## src/rtl/video_pkg.sv

```systemverilog
// Shared definitions for the test-pattern video controller: FSM states,
// register map, register bit positions and 1080p60 frame geometry.
package video_pkg;

    typedef enum logic [2:0] {
        ST_OFF    = 3'd0,
        ST_SYNC   = 3'd1,
        ST_SETTLE = 3'd2,
        ST_RUN    = 3'd3,
        ST_STOP   = 3'd4
    } state_t;

    localparam logic [2:0] ADDR_CTRL      = 3'd0;
    localparam logic [2:0] ADDR_PATTERN   = 3'd1;
    localparam logic [2:0] ADDR_STATUS    = 3'd2;
    localparam logic [2:0] ADDR_FRAME_CNT = 3'd3;
    localparam logic [2:0] ADDR_SETTLE    = 3'd4;

    localparam int CTRL_RUN_BIT    = 0;
    localparam int CTRL_IRQ_EN_BIT = 1;
    localparam int PAT_SEL_LSB     = 0;
    localparam int PAT_BORDER_BIT  = 4;
    localparam int STAT_STATE_LSB  = 0;
    localparam int STAT_ERR_BIT    = 4;
    localparam int STAT_IRQ_BIT    = 5;

    localparam int H_TOTAL      = 2200;
    localparam int V_TOTAL      = 1125;
    localparam int FRAME_CYCLES = H_TOTAL * V_TOTAL;

endpackage

```

## src/rtl/video_ctrl_regs.sv

```systemverilog
// Avalon-MM register bank for the video controller: CTRL, PATTERN shadow,
// STATUS with write-one-to-clear flags, FRAME_CNT readback and SETTLE.
module video_ctrl_regs
    import video_pkg::*;
#(
    parameter logic [3:0] SETTLE_DEFAULT = 4'd2
) (
    input  logic        clk,
    input  logic        reset,
    input  logic [2:0]  avs_address,
    input  logic        avs_write,
    input  logic [31:0] avs_writedata,
    input  logic        avs_read,
    output logic [31:0] avs_readdata,
    input  state_t      state,
    input  logic [31:0] frame_cnt,
    input  logic        err_set,
    input  logic        irq_set,
    output logic        run,
    output logic        irq_en,
    output logic [1:0]  shadow_pattern,
    output logic        shadow_border,
    output logic [3:0]  settle,
    output logic        err,
    output logic        irq_pend,
    output logic        frame_irq
);

    logic        wr_ctrl;
    logic        wr_pattern;
    logic        wr_status;
    logic        wr_settle;
    logic [31:0] rd_data;
    logic        unused_wdata;

    assign wr_ctrl    = avs_write && (avs_address == ADDR_CTRL);
    assign wr_pattern = avs_write && (avs_address == ADDR_PATTERN);
    assign wr_status  = avs_write && (avs_address == ADDR_STATUS);
    assign wr_settle  = avs_write && (avs_address == ADDR_SETTLE);

    assign unused_wdata = ^avs_writedata[31:6];

    always_comb begin
        rd_data = '0;
        case (avs_address)
            ADDR_CTRL: begin
                rd_data[CTRL_RUN_BIT]    = run;
                rd_data[CTRL_IRQ_EN_BIT] = irq_en;
            end
            ADDR_PATTERN: begin
                rd_data[PAT_SEL_LSB +: 2] = shadow_pattern;
                rd_data[PAT_BORDER_BIT]   = shadow_border;
            end
            ADDR_STATUS: begin
                rd_data[STAT_STATE_LSB +: 3] = state;
                rd_data[STAT_ERR_BIT]        = err;
                rd_data[STAT_IRQ_BIT]        = irq_pend;
            end
            ADDR_FRAME_CNT: rd_data = frame_cnt;
            ADDR_SETTLE:    rd_data[3:0] = settle;
            default:        rd_data = '0;
        endcase
    end

    // Status flags: a hardware set in the same cycle as a software clear wins.
    always_ff @(posedge clk or posedge reset) begin
        if (reset) begin
            run            <= 1'b0;
            irq_en         <= 1'b0;
            shadow_pattern <= 2'd0;
            shadow_border  <= 1'b0;
            settle         <= SETTLE_DEFAULT;
            err            <= 1'b0;
            irq_pend       <= 1'b0;
            avs_readdata   <= '0;
        end else begin
            if (wr_ctrl) begin
                run    <= avs_writedata[CTRL_RUN_BIT];
                irq_en <= avs_writedata[CTRL_IRQ_EN_BIT];
            end
            if (wr_pattern) begin
                shadow_pattern <= avs_writedata[PAT_SEL_LSB +: 2];
                shadow_border  <= avs_writedata[PAT_BORDER_BIT];
            end
            if (wr_settle) begin
                settle <= avs_writedata[3:0];
            end
            err      <= err_set | (err & ~(wr_status & avs_writedata[STAT_ERR_BIT]));
            irq_pend <= irq_set | (irq_pend & ~(wr_status & avs_writedata[STAT_IRQ_BIT]));
            if (avs_read) begin
                avs_readdata <= rd_data;
            end
        end
    end

    assign frame_irq = irq_pend & irq_en;

endmodule

```

## src/rtl/video_pattern_ctrl.sv

```systemverilog
// Sequencer for the 1080p60 test-pattern generator with frame-aligned pattern
// commit and frame counting. Define VIDEO_CTRL_TIMEOUT_EN for the lost-vsync watchdog.
//
//   state  | meaning
//   OFF    | generator held in reset, output blanked
//   SYNC   | generator released, waiting for first vsync
//   SETTLE | blanking the first SETTLE frames after sync
//   RUN    | video live, frames counted, irq per frame
//   STOP   | blanked, waiting for a frame edge to drop the generator
module video_pattern_ctrl
    import video_pkg::*;
#(
    parameter int unsigned TIMEOUT_CYCLES = 4000000,
    parameter int unsigned SETTLE_DEFAULT = 2
) (
    input  logic        clk,
    input  logic        reset,
    input  logic [2:0]  avs_address,
    input  logic        avs_write,
    input  logic [31:0] avs_writedata,
    input  logic        avs_read,
    output logic [31:0] avs_readdata,
    input  logic        vid_vs,
    output logic        gen_enable,
    output logic        blank,
    output logic [1:0]  pattern_sel,
    output logic        border_en,
    output logic        frame_irq
);

    state_t      state, state_d;
    logic        vs_q;
    logic        vs_fall;
    logic [3:0]  settle_cnt, settle_d;
    logic [31:0] frame_cnt, frame_d;
    logic        gen_d, blank_d;
    logic        commit;
    logic        irq_set, err_set;
    logic        timeout;

    logic        run, irq_en;
    logic [1:0]  shadow_pattern;
    logic        shadow_border;
    logic [3:0]  settle_val;
    logic        err, irq_pend;

    video_ctrl_regs #(
        .SETTLE_DEFAULT (4'(SETTLE_DEFAULT))
    ) u_regs (
        .clk            (clk),
        .reset          (reset),
        .avs_address    (avs_address),
        .avs_write      (avs_write),
        .avs_writedata  (avs_writedata),
        .avs_read       (avs_read),
        .avs_readdata   (avs_readdata),
        .state          (state),
        .frame_cnt      (frame_cnt),
        .err_set        (err_set),
        .irq_set        (irq_set),
        .run            (run),
        .irq_en         (irq_en),
        .shadow_pattern (shadow_pattern),
        .shadow_border  (shadow_border),
        .settle         (settle_val),
        .err            (err),
        .irq_pend       (irq_pend),
        .frame_irq      (frame_irq)
    );

    assign vs_fall = vs_q & ~vid_vs;

`ifdef VIDEO_CTRL_TIMEOUT_EN
    localparam int TMO_W = (TIMEOUT_CYCLES > 2) ? $clog2(TIMEOUT_CYCLES) : 1;
    localparam logic [TMO_W-1:0] TMO_LOAD = TMO_W'(TIMEOUT_CYCLES - 1);

    logic [TMO_W-1:0] tmo_cnt;

    // Down-counter reloaded while idle and on every frame edge; terminal count = lost sync.
    always_ff @(posedge clk or posedge reset) begin
        if (reset) begin
            tmo_cnt <= TMO_LOAD;
        end else if ((state == ST_OFF) || vs_fall) begin
            tmo_cnt <= TMO_LOAD;
        end else if (tmo_cnt != '0) begin
            tmo_cnt <= tmo_cnt - 1'b1;
        end
    end

    assign timeout = (state != ST_OFF) && (tmo_cnt == '0);
`else
    logic [31:0] unused_tmo;
    assign unused_tmo = TIMEOUT_CYCLES;
    assign timeout    = 1'b0;
`endif

    always_comb begin
        state_d  = state;
        settle_d = settle_cnt;
        frame_d  = frame_cnt;
        irq_set  = 1'b0;
        err_set  = 1'b0;
        commit   = vs_fall && ((state == ST_SYNC) || (state == ST_SETTLE) || (state == ST_RUN));

        case (state)
            ST_OFF: begin
                if (run && !err) begin
                    state_d = ST_SYNC;
                    frame_d = '0;
                end
            end
            ST_SYNC: begin
                if (!run) begin
                    state_d = ST_OFF;
                end else if (vs_fall) begin
                    settle_d = settle_val;
                    state_d  = (settle_val == 4'd0) ? ST_RUN : ST_SETTLE;
                end
            end
            ST_SETTLE: begin
                if (!run) begin
                    state_d = ST_STOP;
                end else if (vs_fall) begin
                    settle_d = settle_cnt - 1'b1;
                    if (settle_cnt <= 4'd1) begin
                        state_d = ST_RUN;
                    end
                end
            end
            ST_RUN: begin
                if (vs_fall) begin
                    frame_d = frame_cnt + 1'b1;
                    irq_set = 1'b1;
                end
                if (!run) begin
                    state_d = ST_STOP;
                end
            end
            ST_STOP: begin
                if (vs_fall) begin
                    state_d = ST_OFF;
                end
            end
            default: state_d = ST_OFF;
        endcase

        if (timeout) begin
            state_d = ST_OFF;
            err_set = 1'b1;
        end

        gen_d   = (state_d != ST_OFF);
        // Unblank only once RUN has been held for a full cycle; any exit blanks at once.
        blank_d = !((state == ST_RUN) && (state_d == ST_RUN));
    end

    always_ff @(posedge clk or posedge reset) begin
        if (reset) begin
            state       <= ST_OFF;
            vs_q        <= 1'b1;
            settle_cnt  <= 4'd0;
            frame_cnt   <= '0;
            gen_enable  <= 1'b0;
            blank       <= 1'b1;
            pattern_sel <= 2'd0;
            border_en   <= 1'b0;
        end else begin
            state      <= state_d;
            vs_q       <= vid_vs;
            settle_cnt <= settle_d;
            frame_cnt  <= frame_d;
            gen_enable <= gen_d;
            blank      <= blank_d;
            if (commit) begin
                pattern_sel <= shadow_pattern;
                border_en   <= shadow_border;
            end
        end
    end

endmodule

```

## config.mk

```make
export PLATFORM = sky130hd
export DESIGN_NAME = video_pattern_ctrl
export DESIGN_NICKNAME = d
export VERILOG_FILES = /design/src/rtl/video_pkg.sv /design/src/rtl/video_ctrl_regs.sv /design/src/rtl/video_pattern_ctrl.sv
export SDC_FILE = /design/constraint.sdc
export NUM_CORES = 1
export LEC_CHECK = 0
export CAP_MARGIN = 25
export CORE_MARGIN = 2
export CORE_UTILIZATION = 47
export DETAILED_ROUTE_END_ITERATION = 8
export GPL_TIMING_DRIVEN = 1
export HOLD_SLACK_MARGIN = 0.15
export PLACE_DENSITY = 0.78
export SYNTH_ARGS = -nofsm -noshare
export SYNTH_HDL_FRONTEND = slang
export SYNTH_SLANG_ARGS = --single-unit
```

## constraint.sdc

```tcl
create_clock -name clk -period 3 [get_ports clk]
set_input_delay 0.9 -clock clk [delete_from_list [all_inputs] [get_ports clk]]
set_output_delay 0.9 -clock clk [all_outputs]
set_load 0.01 [all_outputs]
```

=== After elaboration in Yosys (flattened, before gate mapping) ===
Cells that the tools add are included.

* Word-level logic and storage cells: 89
* Input port bits: 40
* Output and inout bits: 38
* Flip-flop bits (word level): 88
* RAM bits: 0
* Memory bits (read-only): 0
* Bits in latches: 0
* Memories: 0

* Reduce and logical (&&, ||, !) cells: 19
* Multipliers: 0
* Bitwise gates (word level): 10
* Eq/ne operators: 15
* Muxes and demuxes: 26
* Add/subtract/negate cells: 2
* Divide/modulo/power cells: 0
* Shift-type cells: 0
* $lt $le $gt $ge: 1

{| class="wikitable"
|+ Operators by type and width
! operator !! number
|-
| 32-bit two-way mux || 2
|-
| 32-bit one-hot mux with 2 select lines || 1
|-
| 32-bit by 1-bit adder with 32-bit output, second input constant || 1
|-
| 26-bit two-way mux || 1
|-
| 3-bit two-way mux || 8
|-
| 4-bit two-way mux || 4
|-
| 3-bit by 2-bit == test with 1-bit output, second input constant || 5
|-
| 3-bit one-hot mux with 5 select lines || 1
|-
| 2-bit one-hot mux with 5 select lines || 1
|-
| 2-bit != test, second input constant || 4
|-
| 4-bit one-hot mux with 2 select lines || 1
|-
| 1-bit logical AND || 7
|-
| 1-bit bitwise AND || 6
|-
| 3-bit by 1-bit == test with 1-bit output, second input constant || 2
|-
| 3-bit == test, second input constant || 2
|-
| 3-bit logical NOT || 2
|-
| 1-bit one-hot mux with 3 select lines || 2
|-
| 5-bit AND reduction || 1
|-
| 4-bit by 1-bit <= comparator with 1-bit output, second input constant || 1
|-
| 4-bit logical NOT || 1
|-
| 2-bit by 1-bit != test with 1-bit output, second input constant || 2
|-
| 1-bit one-hot mux with 2 select lines || 2
|-
| 2-bit nonzero test || 2
|-
| 4-bit by 1-bit subtractor with 4-bit output, second input constant || 1
|-
| 7 further kinds || 13
|}

=== Logic depth before layout (Yosys ltp) ===
* Word-level depth: 8
* Mapped depth: 7
* Gate-level depth less buffers: 6

=== Modules after synthesis ===
Synthesis repeated with hierarchy kept, for this count alone.

* Cell total of the unflattened synthesis: 441
* Area, all modules: 4366.7 sq um

{| class="wikitable"
|+ Modules (own cells, without submodules)
! module !! times used !! area an instance (sq um) !! sequential area each (sq um) !! cells an instance
|-
| video_pattern_ctrl || 1 || 2447.3 || 1128.6 || 253
|-
| video_ctrl_regs || 1 || 1919.3 || 1077.3 || 188
|}

=== Worst setup path after synthesis ===
OpenSTA, ideal clock, no wires.

* Path type: in2reg
* Start point: input port avs_address[2]
* End point: register u_regs.avs_readdata[31]
* Data arrival time: 2.147 ns
* Buffers on the path: 3
* Path slack: 0.770 ns
* Cell stages on the path: 7
* Cells stage by stage: clkbuf_1 > nor2b_1 > and3_1 > clkbuf_1 > clkbuf_1 > nand2_1 > o21ai_0

* Word-level cells in the longest chain between the ends: 2

{| class="wikitable"
|+ RTL lines
! item !! line !! source
|-
| from (decl) || video_pattern_ctrl.sv:18 || <nowiki>input logic [2:0] avs_address,</nowiki>
|-
| 3-bit by 2-bit == test with 1-bit output || video_ctrl_regs.sv:45 || <nowiki>case (avs_address)</nowiki>
|-
| 26-bit two-way mux || video_ctrl_regs.sv:45 ||
|-
| to (signal assigned) || video_ctrl_regs.sv:91 || <nowiki>avs_readdata <= rd_data;</nowiki>
|-
| to (decl) || video_ctrl_regs.sv:14 || <nowiki>output logic [31:0] avs_readdata,</nowiki>
|}

Every way passes these cells.
A chain may end at the register's enable or synchronous reset.

=== Worst setup path in the final report ===
* Start point: input port avs_address[1]
* End point: register u_regs.avs_readdata[6]

Same word-level chain as after synthesis.

==> qor.csv <==
stage;metric;value;unit
run_status;status;finished, final reports clean;
global_route;grt_pass1_wl;15400;um
logic_synthesis;synth.distinct_cells;56;
critical_path;reg2reg_setup_slack;0.81;ns
critical_path;critPathArrivalTime;2.61;ns
logic_synthesis;yosys-top-cells-count;dfrtp_1, nand2_1, o21ai_0, inv_1, nor2_1;
critical_path;critical_path_class;in -> reg;
clocking;cts.sinks;88;
placement;hpwl;6220;um
critical_path;cp-startpoint;avs_address[1];
timing;skew;0.00673;ns
critical_path;worstSetupEndpointType;register;
floorplan;fp.dieH;98.4;um
floorplan;io_pins;78;
timing;fmax;426;MHz
floorplan;core_area;0.00868;mm^2
critical_path;reg2reg_to;frame_cnt[31]$_DFFE_PP0P_;
critical_path;cp_data_required_time;3.27;ns
floorplan;die_area;0.00968;mm^2
drt;ant_nets;0;
logic_synthesis;yosysWarnings;0;
logic_synthesis;yosysSeqAreaShare;52.7;%
final_layout;fin_cells;594;
min_path;hold_class;reg -> reg;
pwr;p_leak;2.11;nW
drt;first_iter_violations;148;
timing;period_share;78.2;%
clocking;clkLatencyLatePin;0.36;ns
timing;rsz0062_at_grt;no;
logic_synthesis;synth_top_area_share;50.8;%
global_route;grt_pass1_vias;3251;
final_layout;drive_gt1_share;11.1;%
global_route;grt_max_degree;89;
placement;port_buffers;51;
drt;drc;0;
timing;setup_viol;0;
job;drv_cap;0;
global_route;grt_usage;19.6;%
logic_synthesis;ys.flop_type;dfrtp_1;
final_layout;final_nets;524;
clocking;cts_hold_buf;0;
final_layout;fillers;741;
timing;slew_headroom;41.1;%
floorplan;chipWidth;98.4;um
critical_path;crit_end;u_regs.avs_readdata[6]$_DFFE_PP0P_;
placement;place_inst;578;
logic_synthesis;syn_area;0.00419;mm^2
drt;vias;3227;
logic_synthesis;ys_ff_latch;88;
logic_synthesis;syn_area_per_cell;9.87;um^2
critical_path;max_stage_delay;0.69;ns
critical_path;crit_slowest_cell;clkdlybuf4s50_1;
logic_synthesis;async_flop_share;100;%
pwr;ir_drop;0.409;mV
final_layout;fin_util;58.3;%
clocking;cts.path.max_buffers;2;
final_layout;antenna_cells;0;
critical_path;crit_path_max_fanout;18;
clocking;numCtsBuffers;9;
logic_synthesis;yosys-top-cells-area;dfrtp_1, nand2_1, o21ai_0, mux2_2, inv_1;
timing;min_period;2.35;ns
logic_synthesis;synth_edf_count;0;
logic_synthesis;netlist_instances;424;
timing;final.setup.worst_slack;0.654;ns
logic_synthesis;yosys.cell_count.top_type;dfrtp_1;
drt;drtPass1Iterations;4;
timing;slew_viol_final;0;
pwr;p_per_area;550;mW/mm^2
critical_path;worstReg2RegStart;state[1]$_DFF_PP0_;
critical_path;startpoint_type;input port;
critical_path;crit_path_cell_trace;clkdlybuf4s50_1 -> nor2b_1 -> and3_1 -> buf_4 -> nand2_1 -> o21ai_0;
placement;place_congestion;0.827;
floorplan;rows;34;
floorplan;initial_core_util;48.2;%
global_route;overflow;0;
critical_path;r2r_cells;5;
timing;fin_tns_setup;0;ns
timing;finalHoldViolations;0;
clocking;cts_tree;built;
placement;dp_slack;0.287;ns
timing;worst_pin_slew;0.876;ns
logic_synthesis;syn-num-nets;467;
drt;drt_wl_total;8830;um
clocking;ctsHtreeMaxLevel;3;
final_layout;syn_to_final_growth;20.8;%
clocking;clock-root-buffer;clkbuf_8;
clocking;cts_resized;0;
global_route;antenna_found_initial;0;
drt;wl_per_cell;14.9;um
clocking;cts.clk_slew.worst_paths;0.08;ns
clocking;postCtsSetupBuffers;0;
logic_synthesis;yosys.area.top_type;dfrtp_1;
drt;via_per_inst;5.43;
## worst min path at each step
| stage | to | cells after the start | start | slack [ns] |
|---|---|---|---|---|
| after floorplan | u_regs.avs_readdata[31]$_DFFE_PP0P_ | 2 | frame_cnt[31]$_DFFE_PP0P_ | 0.45 |
| after global placement | settle_cnt[1]$_DFFE_PP0P_ | 1 | settle_cnt[1]$_DFFE_PP0P_ | 0.49 |
| after detailed placement | u_regs.irq_pend$_DFF_PP0_ | 2 | u_regs.irq_pend$_DFF_PP0_ | 0.49 |
| after CTS | u_regs.irq_pend$_DFF_PP0_ | 2 | u_regs.irq_pend$_DFF_PP0_ | 0.51 |
| after global routing | pattern_sel[0]$_DFFE_PP0P_ | 1 | pattern_sel[0]$_DFFE_PP0P_ | 0.54 |
| final | u_regs.irq_pend$_DFF_PP0_ | 2 | u_regs.irq_pend$_DFF_PP0_ | 0.51 |
## flip-flops by register name, indices dropped and copies added, names as in the netlist
name	flops
border_en	1
u_regs.irq_en	1
u_regs.shadow_pattern	2
state	3
u_regs.run	1
u_regs.settle	4
settle_cnt	4
u_regs.shadow_border	1
u_regs.irq_pend	1
u_regs.err	1
vs_q	1
u_regs.avs_readdata	32
pattern_sel	2
gen_enable	1
blank	1
frame_cnt	32
## report_power, final
part	total, mW	switching [mW]	internal, mW
clock network	0.830	0.420	0.410
registers	1.41	0.116	1.29
logic	0.539	0.281	0.259
## final cells by class
| type | instances | area (um^2) | area share [%] |
|---|---|---|---|
| clock inverters | 4 | 53.8 | 1.06 |
| repair buffers | 61 | 598 | 11.8 |
| inverters | 37 | 143 | 2.82 |
| well taps | 108 | 135 | 2.67 |
| flip-flops and latches | 88 | 2210 | 43.6 |
| multi-input cells | 284 | 1780 | 35.1 |
| clock buffers | 12 | 145 | 2.87 |
## through the flow
| stage | cell area, um^2 | hold WS [ns] | power [mW] |
|---|---|---|---|
| floorplan | 4190 | 0.450 | 1.76 |
| global placement | 4860 | 0.491 | 1.95 |
| detailed placement | 4860 | 0.485 | 1.97 |
| CTS | 5060 | 0.508 | 2.81 |
| global route | 5060 | 0.540 | 2.93 |
| finish | 5060 | 0.514 | 2.78 |
## cell families after synthesis
logic type | share of synthesized area [%]
buffers and inverters | 4.90
muxes | 5.74
and+or+nand+nor | 21.2
adders and majority gates | 0.897
DFF | 52.7
AOI/OAI and AO/OA | 10.3
xor gates and xnor gates | 4.18
## cells in the final DEF (no fill, tap or decap), drive strengths merged, types with 10 or more instances in the layout
cell type / n
buf: 10
inv: 36
o21ai: 39
clkbuf: 12
nand2: 53
clkdlybuf4s50: 51
mux2: 14
nand3: 13
xnor2: 12
nor2: 35
dfrtp: 85
a21oi: 11
nand4: 11
## critical path: cells and delay by family
kind,cells,cell delay [ns]
AO/OA/AOI/OAI,1,0.09
AND/OR/NAND/NOR,3,0.68
buffers and inverters,2,0.93
## routing by layer
metal | track usage, % | wire length, um | vias to the layer above
met2 | 31.3 | 4160 | 75
met4 | 7.38 | 169 | 0
met3 | 4.37 | 402 | 17
met5 | 0 | 0 | -
li1 | - | - | 1580
met1 | 26.2 | 4090 | 1555
No activity file was read; power rests on OpenSTA's default activity.
